$ cat src/rtl/srt_quotient_converter.sv
// srt_quotient_converter: on-the-fly radix-4 SRT quotient conversion with Q/QM registers and remainder-sign correction.
// Optional SRT_QCONV_STICKY_EN adds rem_zero input and sticky output.
module srt_quotient_converter #(
    parameter int NDIGITS = 13,
    localparam int QW = 2 * NDIGITS
) (
    input  logic          clk,
    input  logic          rst_n,
    input  logic          start,
    input  logic          digit_valid,
    output logic          digit_ready,
    input  logic [2:0]    digit,
    input  logic          rem_neg,
    output logic          quo_valid,
    input  logic          quo_ready,
    output logic [QW-1:0] quotient,
    output logic          busy,
`ifdef SRT_QCONV_STICKY_EN
    input  logic          rem_zero,
    output logic          sticky,
`endif
    output logic          digit_err
);
    localparam int CW = $clog2(NDIGITS + 1);
    typedef enum logic [1:0] {IDLE, ACCUM, HOLD} state_t;
    state_t state;
    logic [QW-1:0] q_r, qm_r, dx, q_nxt, qm_nxt;
    logic [CW-1:0] count;
    logic take, last;
    // dx is the sign-extended digit; QM absorbs the borrow for non-positive digits
    always_comb begin
        dx = {{(QW-3){digit[2]}}, digit};
        q_nxt = digit[2] ? (qm_r << 2) + dx + QW'(4) : (q_r << 2) + dx;
        qm_nxt = (!digit[2] && digit != 3'd0) ? (q_r << 2) + dx - QW'(1) : (qm_r << 2) + dx + QW'(3);
        take = digit_valid && digit_ready;
        last = count == CW'(NDIGITS - 1);
    end
    always_ff @(posedge clk or negedge rst_n) begin
        if (!rst_n) begin
            state <= IDLE;
            q_r <= '0;
            qm_r <= '1;
            count <= '0;
            digit_ready <= 1'b0;
            quo_valid <= 1'b0;
            quotient <= '0;
            busy <= 1'b0;
            digit_err <= 1'b0;
`ifdef SRT_QCONV_STICKY_EN
            sticky <= 1'b0;
`endif
        end else begin
            case (state)
                IDLE: if (start) begin
                    q_r <= '0;
                    qm_r <= '1;
                    count <= '0;
                    digit_err <= 1'b0;
                    digit_ready <= 1'b1;
                    busy <= 1'b1;
                    state <= ACCUM;
                end
                ACCUM: if (take) begin
                    q_r <= q_nxt;
                    qm_r <= qm_nxt;
                    count <= count + CW'(1);
                    if (digit == 3'b100) digit_err <= 1'b1;
                    if (last) begin
                        quotient <= rem_neg ? qm_nxt : q_nxt;
`ifdef SRT_QCONV_STICKY_EN
                        sticky <= ~rem_zero;
`endif
                        quo_valid <= 1'b1;
                        digit_ready <= 1'b0;
                        state <= HOLD;
                    end
                end
                HOLD: if (quo_ready) begin
                    quo_valid <= 1'b0;
                    busy <= 1'b0;
                    state <= IDLE;
                end
                default: state <= IDLE;
            endcase
        end
    end
endmodule

$ cat config.mk
export PLATFORM = sky130hd
export DESIGN_NAME = srt_quotient_converter
export DESIGN_NICKNAME = d
export VERILOG_FILES = /design/src/rtl/srt_quotient_converter.sv
export SDC_FILE = /design/constraint.sdc
export NUM_CORES = 1
export LEC_CHECK = 0
export ABC_CLOCK_PERIOD_IN_PS = 5200
export BUFFER_PORTS_ARGS = -buffer_cell sky130_fd_sc_hd__buf_2
export CAP_MARGIN = 10
export CELL_PAD_IN_SITES_DETAIL_PLACEMENT = 0
export CELL_PAD_IN_SITES_GLOBAL_PLACEMENT = 1
export CORE_UTILIZATION = 45
export CTS_CLUSTER_DIAMETER = 30
export DETAILED_ROUTE_END_ITERATION = 8
export PLACE_DENSITY_LB_ADDON = 0.1
export REMOVE_ABC_BUFFERS = 1
export SLEW_MARGIN = 20
export SYNTH_ARGS = -nofsm -noshare
export SYNTH_HDL_FRONTEND = slang
export SYNTH_SLANG_ARGS = --single-unit
$ cat constraint.sdc
create_clock -name clk -period 5.2 [get_ports clk]
set_input_delay 0.26 -clock clk [delete_from_list [all_inputs] [get_ports clk]]
set_output_delay 0.26 -clock clk [all_outputs]
set_load 0.02 [all_outputs]
==> results of run 1 <==
## metrics by stage
step                      util, %  setup WS (ns)
final                        50.4          0.869
after global routing         50.4          0.604
after CTS                    50.4          0.919
after detailed placement     48.5          0.577
after global placement       48.5          0.678
after floorplan                 -           1.30
## Yosys cell counts, types with 15 or more instances
cell	instances	area share, %
nand2_1	115	5.4
o21ai_0	91	5.7
nor2_1	88	4.1
a21oi_1	79	4.9
dfrtp_1	60	19
ha_1	52	8.1
clkbuf_1	43	2.0
xnor2_1	35	3.8
nand3_1	33	2.1
inv_1	25	1.2
dfstp_2	24	7.8
xor2_1	24	2.6
a21o_1	19	1.8
nor3_1	15	0.93
or3_1	15	1.2
## cell families after synthesis
kind of cell    Yosys count  synth area share, %
compound gates          333                 28.2
flops                    84                 26.5
fa+ha+maj                54                 8.57
buf+inv                  74                 3.65
simple gates            375                 23.8
xor+xnor                 60                 6.62
mux                      20                 2.64
## cell type report
cell class,instances,area [um^2],area share [%]
Clock buffer,12,267,3.04
Clock inverter,4,55.1,0.628
Inverter,25,93.8,1.07
Multi-Input combinational cell,842,5630,64.2
Sequential cell,84,2130,24.3
Tap cell,225,282,3.21
Timing Repair Buffer,53,310,3.54
## path summary, 6_finish.rpt
kind,startpoint,endpoint,slack (ns)
max,digit[2],quotient[20]$_DFFE_PN0P_,0.87
min,start,state[0]$_DFFE_PN0P_,0.19
max reg2reg,qm_r[0]$_DFFE_PN1P_,quotient[25]$_DFFE_PN0P_,0.87
min reg2reg,quo_valid$_DFFE_PN0P_,quo_valid$_DFFE_PN0P_,0.47
max in group asynchronous,rst_n,q_r[6]$_DFFE_PN0P_,3.71
min in group asynchronous,rst_n,quotient[8]$_DFFE_PN0P_,0.34
## where the power goes
part | switching (uW) | total, uW | internal, uW
Sequential | 212 | 1230 | 1010
Combinational | 2830 | 4490 | 1670
Clock | 287 | 701 | 415
Total | 3320 | 6420 | 3100
## routing by layer
layer  wire length [um]  part of all wire, %
met1              12600                   52
met5                  0                    0
met4                290                  1.2
met2              10400                   42
met3               1140                  4.7
## state kept, by name, summed over array words and instances, names as in the netlist
signal / flops
quo_valid: 1
digit_ready: 1
digit_err: 1
count: 4
busy: 1
quotient: 26
q_r: 24
qm_r: 24
state: 2
## tightest hold or removal path: cells and delay by family
kind	cells	cell delay (ns)
buffers and inverters	1	0.09
and+or+nand+nor	1	0.08
AOI/OAI and AO/OA	1	0.07
==> results_dict.tcl, run 1 <==
set metrics [dict create \
    status "finished clean" \
    setup_violations 0 \
    grt_max_degree 60 \
    cp.required_ns 5.44 \
    met3_usage_pct 3.63 \
    min_delay_path_depth 3 \
    synth_seq_area_share_pct 26.5 \
    synthArstFlopShare_pct 100 \
    die_w_um 136 \
    nNetsFinal 1078 \
    grt_pass1_wl_um 39200 \
    slew_headroom_pct 27.8 \
    cp_slowest_cell "a311oi_1" \
    vias 7634 \
    num_rows 48 \
    synth.cell_area_um2 8060 \
    cts-root-buf "clkbuf_16" \
    ys_ff_latch 84 \
    synthCells 1000 \
    n_fill_cell 1738 \
    grt_overflow_total 0 \
    synth_warnings 0 \
    finalClockSkew_ns 0.0110 \
    finalCriticalPeriod_ns 4.33 \
    crit_family "compound AO/OA/AOI/OAI gates" \
    hp-class "input port to register" \
    critPathCaptureType "register" \
    total_power_uw 6420 \
    startpoint_type "input port" \
    first_pass_iters 5 \
    core_um2 17400 \
    arrival_ns 4.57 \
    fin_area_um2 8770 \
    max_stage_delay_ns 0.66 \
    synth_edf_count 0 \
    grt_antenna_before_repair 0 \
    die_area_um2 18400 \
    cts_made_buffers 9 \
    dp_hpwl_um 18100 \
    worstSkewPairLatency_ns 0.35 \
    drtAntennaViolNets 0 \
    final_cells 1245 \
    critPathBufInv 2 \
    fin_tns_setup_ns 0 \
    io_buffer_count 38 \
    fp.dieH_um 136 \
    cts_tree "yes" \
    min_period_over_period_pct 83.3 \
    clockBufferDepth 2 \
    area_growth_syn_to_layout_pct 8.88 \
    synth.avg_cell_area_um2 8.06 \
    initial_core_util_pct 46.3 \
    place_inst 1228 \
    post_cts_resized 0 \
    synth-main-ff-cell "dfrtp_1" \
    busiest_layer "met1" \
    cts.clk_slew.worst_paths_ns 0.07 \
    layout_common_cells "nand2_1, o21ai_0, nor2_1, a21oi_1, dfrtp_1" \
    cp.depth 14 \
    synth_cell_types 99 \
    power.density_nw_per_um2 732 \
    place.gp.congestion 0.877 \
    met1_usage_pct 42.2 \
    crit_fanout 35 \
    drc_errors 0 \
    r2r_cells 14 \
    ir_drop_v 0.000322 \
    htreeDepth 3 \
    report.final.slew_viol_count 0 \
    drive_above_1_share_pct 14.8 \
    drt-total-wl_um 24400 \
    cap_violations 0 \
    cts_hold_buf 1 \
    crit_type "input port to register" \
    tightestPinTransition_ns 1.07 \
    n_antenna_cell 0 \
    max_freq_ghz 0.231 \
    grt_pass1_vias 7110 \
    grt.total_usage_pct 27.7 \
    path_cells "buf_4, buf_4, ha_1, a21oi_1, nand2_1, o211ai_1, nand2_1, a311oi_1, nor3b_2, nand4_2, or3_1, a21oi_1, a221oi_1, a221o_1" \
    clock-sinks 84 \
    timing_hold_violations_final 0 \
    drtIter0Drc 534 \
    viasPerCell 6.13 \
    rsz0062_at_grt "no" \
    p_leak_uw 0.00372 \
    final_common_cell "nand2_1" \
    use_met2_pct 41.0 \
    boundaryPins 39 \
    wl_per_cell_um 19.6 \
    post-cts-setup-buffers 0 \
    whs_ns 0.188 \
    placed_cell_area_um2 8440 \
]
Note: power is estimated with default switching activity, not from simulation.
==> run 2, diff against run 1 <==
- ABC_AREA: default -> 1
- ABC_CLOCK_PERIOD_IN_PS: 5200 -> 3800
- CORE_UTILIZATION: 45 -> 40
- clock period: 5.2 -> 3.8 ns (I/O delays scaled with it)
==> run 2 against run 1 <==
Worst hold slack lost 0.13 ns. Utilization shrank 5.6 points. Largest cell class unchanged. Power grew 47%. Synthesized area grew 15%. Sequential power grew 34%. First-iteration DRC count grew 25%. Register-to-register slack lost 0.52 ns. Critical path depth grew 5. Routed wire length grew 34%. Via count grew 28%.
==> results_dict.tcl, run 2 <==
set metrics [dict create \
    status "finished clean" \
    vias 9808 \
    grt_pass1_vias 9490 \
    crit_family "simple AND/OR/NAND/NOR gates" \
    synth_warnings 0 \
    grt_max_degree 85 \
    grt_overflow_total 0 \
    drt-total-wl_um 32700 \
    dp_hpwl_um 26000 \
    worstSkewPairLatency_ns 0.36 \
    synth.avg_cell_area_um2 5.96 \
    fin_area_um2 10100 \
    yosysTopAreaCell "nand2_1" \
    netlist.area_leader.share_pct 21.8 \
    clock-sinks 84 \
    cts-root-buf "clkbuf_16" \
    fin_tns_setup_ns 0 \
    timing_hold_violations_final 0 \
    synth_cell_types 44 \
    post-cts-setup-buffers 0 \
    synthCells 1554 \
    setup_violations 0 \
    synth_edf_count 0 \
    num_rows 55 \
    cts_tree "yes" \
    drc_errors 0 \
    die_w_um 154 \
    crit_type "register to register" \
    synth.cell_area_um2 9260 \
    ys_ff_latch 84 \
    rsz0062_at_grt "no" \
    drive_above_1_share_pct 10.8 \
    drtAntennaViolNets 0 \
    cp-startpoint "qm_r[0]$_DFFE_PN1P_" \
    startpoint_type "register" \
    synthTopCellsByArea "nand2_1, dfrtp_1, inv_1" \
    slew_headroom_pct 41.3 \
    r2r_end "qm_r[10]$_DFFE_PN1P_" \
    die_area_um2 23700 \
    worstHoldStart "quo_ready" \
    io_buffer_count 38 \
    n_antenna_cell 0 \
    fp.dieH_um 154 \
    grt_pass1_wl_um 52300 \
    grt.total_usage_pct 28.6 \
    cts_made_buffers 9 \
    min_period_over_period_pct 90.7 \
    drtIter0Drc 665 \
    clockBufferDepth 2 \
    htreeDepth 3 \
    cp.depth 19 \
    finalClockSkew_ns 0.0108 \
    nNetsFinal 1654 \
    layout_common_cells "nand2_1, inv_1, nor2_1, nand3_1, a21oi_1" \
    synth_seq_area_share_pct 23.0 \
    r2r_setup_slack_ns 0.35 \
    synthArstFlopShare_pct 100 \
    grt_antenna_before_repair 0 \
    finalCriticalPeriod_ns 3.45 \
    power.density_nw_per_um2 934 \
    boundaryPins 39 \
    max_stage_delay_ns 0.53 \
    cp-endpoint "qm_r[10]$_DFFE_PN1P_" \
    r2r_start "qm_r[0]$_DFFE_PN1P_" \
    path_cells "ha_1, inv_1, fa_1, nor2_1, inv_1, nor2_1, inv_1, nor2_4, nand2_2, nor2_4, nand2_1, a21oi_1, nand2_1, o21ai_2, nor2_1, nor2_1, nand2_1, o21ai_1, inv_1" \
    placed_cell_area_um2 9810 \
    cts.clk_slew.worst_paths_ns 0.07 \
    min_delay_path_depth 2 \
    p_leak_uw 0.00552 \
    final_cells 1881 \
    initial_core_util_pct 40.9 \
    cp.required_ns 4.08 \
    wl_per_cell_um 17.4 \
    final_common_cell "nand2_1" \
    synth_common_cells "nand2_1, inv_1, nor2_1" \
    cap_violations 0 \
    largest_register_ff_count 26 \
    area_growth_syn_to_layout_pct 9.41 \
    max_freq_ghz 0.290 \
    critPathBufInv 4 \
    whs_ns 0.0558 \
    r2r_cells 19 \
    top_register "quotient" \
    tightestPinTransition_ns 0.880 \
    core_um2 22600 \
    first_pass_iters 7 \
    critPathCaptureType "register" \
    hp-class "input port to register" \
    cp_slowest_cell "dfstp_2" \
    crit_fanout 6 \
    reg_top3 "quotient: 26 flops, q_r: 24 flops, qm_r: 24 flops" \
    synth-main-ff-cell "dfrtp_1" \
    place_inst 1864 \
    arrival_ns 3.73 \
    ir_drop_v 0.000398 \
    synth_most_common_cell "nand2_1" \
    viasPerCell 5.21 \
    report.final.slew_viol_count 0 \
    place.gp.congestion 0.947 \
]
-- run 2: cell families (layout without fill, tap and decap cells) --
kind of cell	count (synthesis)	in the layout	synth area share [%]
buf+inv	277	319	11.5
fa+ha+maj	54	54	7.46
flops	84	84	23.0
simple gates	937	937	44.3
xor+xnor	25	25	3.10
compound gates	177	177	10.7
-- run 2: per-layer routing --
layer,global-route usage [%],wire [um],vias to the layer above
met5,0,0,-
met4,11.5,1370,0
met3,2.68,1260,72
met2,47.7,15100,234
met1,37.9,14900,4512
li1,-,-,4990
-- run 2: what timing repair did --
item	in CTS	in global routing
endpoints found under the hold margin	60	0
hold buffers	1	0
resized for setup	0	0
-- run 2: worst min path at each step --
stage                                 to  slack, ns
global route        state[1]$_DFFE_PN0P_       0.09
detailed placement   q_r[14]$_DFFE_PN0P_       0.32
finish              state[1]$_DFFE_PN0P_       0.06
CTS                 state[1]$_DFFE_PN0P_       0.06
global placement    state[1]$_DFFE_PN0P_       0.43
floorplan               busy$_DFFE_PN0P_      -0.11
-- run 2: metrics by stage --
stage	setup WS (ns)	power, uW	utilization, %
after floorplan	-0.173	6470	-
after global placement	0.332	8390	43.3
after detailed placement	0.384	8410	43.3
after CTS	0.355	9420	44.7
after global routing	0.0986	10400	44.7
final	0.352	9460	44.7
-- run 2: report_power, final --
part | internal [uW] | leakage (uW) | switching, uW
registers | 1380 | 0.00102 | 274
clock network | 535 | 0.000153 | 430
logic | 2050 | 0.00434 | 4780
total | 3970 | 0.00552 | 5490
-- run 2: final cells by class --
type | instances | area (um^2)
Tap cell | 285 | 357
Fill cell | 2489 | 12500
Clock buffer | 10 | 239
Inverter | 248 | 931
Sequential cell | 84 | 2130
Multi-Input combinational cell | 1193 | 6070
Timing Repair Buffer | 55 | 329
Clock inverter | 6 | 70.1
